$ cat src/rtl/tdc_fine_encoder_pipe.sv
// Pipelined thermometer-to-binary fine encoder with bubble tolerance.
// Error words are tallied in saturating counters for slow-control readback.
module tdc_fine_encoder_pipe #(
  parameter int N_TAPS = 21,
  parameter int OUT_W  = $clog2(N_TAPS + 1),
  parameter int CNT_W  = 16
) (
  input  logic              clk,
  input  logic              reset,
  input  logic              din_valid,
  input  logic [N_TAPS-1:0] din,
  input  logic [1:0]        level,
  input  logic              cnt_clr,
  output logic              dout_valid,
  output logic [OUT_W-1:0]  bin_out,
  output logic [1:0]        err,
  output logic [CNT_W-1:0]  cnt_bubble,
  output logic [CNT_W-1:0]  cnt_fail
);

  localparam int NB = N_TAPS + 1;
  localparam logic [CNT_W-1:0] CMAX = '1;

  typedef struct packed {
    logic              vld;
    logic [N_TAPS-1:0] din;
    logic [1:0]        lvl;
  } s1_t;

  typedef struct packed {
    logic          vld;
    logic [NB-1:0] raw;
    logic [NB-1:0] edg;
    logic          multi;
  } s2_t;

  typedef struct packed {
    logic             vld;
    logic [OUT_W-1:0] raw_idx;
    logic [OUT_W-1:0] edg_idx;
    logic             multi;
    logic             any_edg;
  } s3_t;

  s1_t s1;
  s2_t s2;
  s3_t s3;

  always_ff @(posedge clk) begin
    if (reset) begin
      s1.vld <= 1'b0;
    end else begin
      s1.vld <= din_valid;
      if (din_valid) begin
        s1.din <= din;
        s1.lvl <= (level == 2'd0) ? 2'd1 : level;
      end
    end
  end

  // Padded vector: three forced 1s below tap 0, three forced 0s above.
  logic [N_TAPS+5:0] xe;
  assign xe = {3'b000, s1.din, 3'b111};

  logic [NB-1:0] raw_c;
  logic [NB-1:0] edg_c;
  logic          multi_c;
  logic          r1, e2, e3;

  always_comb begin
    raw_c = '0;
    edg_c = '0;
    r1    = 1'b0;
    e2    = 1'b0;
    e3    = 1'b0;
    for (int k = 0; k < NB; k++) begin
      r1 = xe[k+2] & ~xe[k+3];
      e2 = xe[k+1] & r1 & ~xe[k+4];
      e3 = xe[k] & e2 & ~xe[k+5];
      raw_c[k] = r1;
      case (s1.lvl)
        2'd2:    edg_c[k] = e2;
        2'd3:    edg_c[k] = e3;
        default: edg_c[k] = r1;
      endcase
    end
    multi_c = |(raw_c & (raw_c - NB'(1)));
  end

  always_ff @(posedge clk) begin
    if (reset) begin
      s2.vld <= 1'b0;
    end else begin
      s2.vld <= s1.vld;
      if (s1.vld) begin
        s2.raw   <= raw_c;
        s2.edg   <= edg_c;
        s2.multi <= multi_c;
      end
    end
  end

  logic [OUT_W-1:0] raw_idx_c;
  logic [OUT_W-1:0] edg_idx_c;

  always_comb begin
    raw_idx_c = '0;
    edg_idx_c = '0;
    for (int k = NB - 1; k >= 0; k--) begin
      if (s2.raw[k]) raw_idx_c = OUT_W'(k);
      if (s2.edg[k]) edg_idx_c = OUT_W'(k);
    end
  end

  always_ff @(posedge clk) begin
    if (reset) begin
      s3.vld <= 1'b0;
    end else begin
      s3.vld <= s2.vld;
      if (s2.vld) begin
        s3.raw_idx <= raw_idx_c;
        s3.edg_idx <= edg_idx_c;
        s3.multi   <= s2.multi;
        s3.any_edg <= |s2.edg;
      end
    end
  end

  logic [OUT_W-1:0] bin_c;
  logic [1:0]       err_c;

  always_comb begin
    bin_c = s3.raw_idx;
    err_c = 2'b00;
    unique case (1'b1)
      !s3.multi: begin
        bin_c = s3.raw_idx;
        err_c = 2'b00;
      end
      s3.multi && s3.any_edg: begin
        bin_c = s3.edg_idx;
        err_c = 2'b01;
      end
      default: begin
        bin_c = s3.raw_idx;
        err_c = 2'b10;
      end
    endcase
  end

  always_ff @(posedge clk) begin
    if (reset) begin
      dout_valid <= 1'b0;
      bin_out    <= '0;
      err        <= 2'b00;
    end else begin
      dout_valid <= s3.vld;
      if (s3.vld) begin
        bin_out <= bin_c;
        err     <= err_c;
      end
    end
  end

  always_ff @(posedge clk) begin
    if (reset || cnt_clr) begin
      cnt_bubble <= '0;
      cnt_fail   <= '0;
    end else if (dout_valid) begin
      if (err == 2'b01 && cnt_bubble != CMAX)
        cnt_bubble <= cnt_bubble + 1'b1;
      if (err == 2'b10 && cnt_fail != CMAX)
        cnt_fail <= cnt_fail + 1'b1;
    end
  end

endmodule

$ cat config.mk
export PLATFORM = sky130hd
export DESIGN_NAME = tdc_fine_encoder_pipe
export DESIGN_NICKNAME = d
export VERILOG_FILES = /design/src/rtl/tdc_fine_encoder_pipe.sv
export SDC_FILE = /design/constraint.sdc
export NUM_CORES = 1
export LEC_CHECK = 0
export BUFFER_PORTS_ARGS = -buffer_cell sky130_fd_sc_hd__buf_4
export CAP_MARGIN = 20
export CORE_MARGIN = 4
export CORE_UTILIZATION = 34
export CTS_CLUSTER_DIAMETER = 100
export DETAILED_ROUTE_END_ITERATION = 16
export HOLD_SLACK_MARGIN = 0.02
export SYNTH_ARGS = -nofsm -noshare
export SYNTH_HDL_FRONTEND = slang
export SYNTH_SLANG_ARGS = --single-unit
$ cat constraint.sdc
create_clock -name clk -period 7.79 [get_ports clk]
set_input_delay 0.3895 -clock clk [delete_from_list [all_inputs] [get_ports clk]]
set_output_delay 0.3895 -clock clk [all_outputs]
set_load 0.005 [all_outputs]
==> results.yml <==
drt:
  via_per_inst: 4.99
  drtPass1Iterations: 4
  drc: 0
  drt_wl_total_um: 11500
  vias: 4146
  drtIter0Drc: 225
  wire_per_inst_um: 13.8
  drtAntennaViolNets: 0
synth:
  post-synth-top-area-cell: "edfxtp_1"
  syn_nets: 561
  synth_compound_area_share_pct: 12.1
  synth.mux.area_fraction_pct: 0.181
  synth_cells: 532
  synth_adder_area_share_pct: 0.452
  ys_ff_latch: 123
  synthDistinctLibCells: 48
  synth-simple-area-share_pct: 20.2
  synth_edf_count: 80
  ys_warn_count: 0
  synth_top_area_share_pct: 43.4
  synth_area_leaders: "edfxtp_1 43%, dfxtp_1 16%, nor2_1 4.7%, xor2_1 4.0%, nand3_1 3.3%"
  synth_xor_area_share_pct: 4.59
  synth_top_flop_cell: "edfxtp_1"
  ys_async_sr_fraction_pct: 0
  ys_seq_area_share_pct: 59.0
  synth_top_family_by_area: "simple AND/OR/NAND/NOR gates"
  postSynthAreaPerCell_um2: 10.4
  syn_area_mm2: 0.00553
die:
  fp.dieH_um: 136
  pin_count: 67
  core_area_mm2: 0.0159
  fp-row-count: 46
  die_x_um: 136
  initial_core_util_pct: 34.8
  die_area_mm2: 0.0184
run:
  cap_viol_max_count: 0
clock_tree:
  clk_latency_ns: 0.41
  cts_tree: "built"
  htree_levels: 4
  hold_buffers: 0
  cts_resized: 0
  cts_buffers: 17
  clk_pin_slew_ns: 0.05
  clockRootBuffer: "clkbuf_16"
  cts.sinks: 123
  post-cts-setup-buffers: 0
  cts_buffer_depth: 2
sta:
  relSlewSlack_pct: 37.7
  setup_viol: 0
  finalHoldViolCount: 0
  finalMaxSlewViolations: 0
  tightest_slew_ns: 0.932
  rsz0062_at_grt: "false"
  fin_setup_tns_ns: 0
  min_period_ns: 2.18
  finalCritPeriodShare_pct: 28.0
  max_freq_ghz: 0.458
  skew_ns: 0.00682
  holdWs_ns: 0.151
critical_path:
  startpoint_type: "flop"
  slowest_delay_ns: 0.53
  path_max_fanout: 5
  cp_cell_sequence: "inv_2 -> nand2_2 -> inv_2 -> nor4_1 -> a41oi_1 -> a2111oi_1 -> nand3_1"
  worstPathRequired_ns: 7.93
  crit_buf_inv: 2
  path_common_cell: "inv_2"
  crit_family: "simple AND/OR/NAND/NOR gates"
  critPathArrivalTime_ns: 2.32
  cp_slowest_cell: "nor4_1"
  worstSetupPathType: "reg -> reg"
  worstSetupEndpointType: "flop"
power:
  power_density_mw_per_mm2: 224
  intPower_mw: 1.20
  p_seq_share_pct: 47.5
  pwr-share-clk_pct: 47.8
  p_comb_share_pct: 4.8
  netSwitchingFraction_pct: 21.7
  p_leak_nw: 2.57
  power_switching_mw: 0.334
  peakVddDrop_mv: 0.176
global_routing:
  grt_antenna_before_repair: 0
  grt_pass1_wl_um: 19100
  grt_util_all_layers_pct: 13.2
  grt_max_degree: 46
  grt_pass1_vias: 3939
  grt-ovfl-total: 0
place:
  numPortBuffers: 66
  gp_congestion: 0.937
  hpwl_um: 8480
finish:
  nets: 631
  drive_above_1_share_pct: 19.0
  areaGrowthSynthToFinish_pct: 24.2
  layout_common_cells: "80 x edfxtp_1, 69 x nor2_1, 66 x buf_4"
  antenna_cells: 0
  layout_commonest_cell: "edfxtp_1"
hold_path:
  min_path_type: "in -> reg"
run_status:
  status: "finished clean"
routing by layer:
metal | GRT usage, % | wire (um) | vias to the layer above
met2 | 20.8 | 5280 | 122
met5 | 0 | 0 | -
li1 | - | - | 2077
met4 | 5.04 | 201 | 0
met1 | 16.6 | 5270 | 1930
met3 | 4.75 | 721 | 17
worst paths after layout:
kind | start | to | slack (ns) | cells past startpoint
max reg2reg | s1[8]$_DFFE_PP_ | s2[0]$_DFFE_PP_ | 5.61 | 7
max | s1[8]$_DFFE_PP_ | s2[0]$_DFFE_PP_ | 5.61 | 7
min reg2reg | s2[45]$_SDFF_PP0_ | s3[12]$_SDFF_PP0_ | 0.46 | 1
min | din[18] | s1[20]$_DFFE_PP_ | 0.15 | 1
power groups by stage:
| stage | Sequential (mW) | Combinational (mW) | Clock (mW) |
|---|---|---|---|
| 4_1_cts | 0.730 | 0.0705 | 0.752 |
| 2_1_floorplan | 0.736 | 0.0474 | 0 |
| 3_5_place_dp | 0.743 | 0.0700 | 0 |
| 3_3_place_gp | 0.743 | 0.0703 | 0 |
| 6_report | 0.730 | 0.0738 | 0.735 |
| 5_1_grt | 0.732 | 0.0827 | 0.785 |
stage by stage:
step	util (%)	area [um^2]	power (mW)	std cells	worst slack, ns
3_3_place_gp	39.3	6240	0.813	796	5.76
5_1_grt	43.2	6870	1.60	831	5.52
6_report	43.2	6870	1.54	831	5.61
4_1_cts	42.8	6810	1.55	828	5.66
2_1_floorplan	-	5530	0.783	532	4.74
3_5_place_dp	39.3	6240	0.813	796	5.69
cells in the mapped netlist, drive strengths merged (3+ instances only):
cell,count
a21boi,15
a211oi,6
or3,3
nor4,10
nor2b,13
nor2,69
xor2,25
a311oi,7
edfxtp,80
and2,3
dfxtp,43
nand3b,3
xnor2,4
clkbuf,17
and3,7
inv,32
nand2,34
nand2b,9
a21oi,29
o21ai,31
nand3,36
a2111oi,3
o211ai,3
and4,4
nor3,11
o31ai,6
nand4,13
flip-flops by register name, summed over array words and instances (netlist names), 2 cells and up:
signal      flops
bin_out         5
cnt_bubble     16
cnt_fail       16
err             2
s1             23
s2             46
s3             13
worst reg2reg max path, stage by stage, from the launching register on:
cell,delay [ns]
edfxtp_1,0.45
inv_2,0.08
nand2_2,0.11
inv_2,0.04
nor4_1,0.53
a41oi_1,0.11
a2111oi_1,0.47
nand3_1,0.12
cell families (layout without fill, tap and decap cells):
kind of cell | count (synthesis) | count (layout)
buffers and inverters | 50 | 133
XOR/XNOR | 29 | 29
AO/OA/AOI/OAI | 106 | 106
multiplexers | 1 | 1
AND/OR/NAND/NOR | 221 | 221
adder cells (fa/ha/maj) | 2 | 2
flip-flops | 123 | 123
area by class of cell:
type,count,area [um^2]
Timing Repair Buffer,69,558
Sequential cell,123,3260
Tap cell,216,270
Inverter,32,120
Clock buffer,22,508
Multi-Input combinational cell,359,2090
Clock inverter,10,61.3
Fill cell,1533,9020
Power figures use the tool's default switching activity.
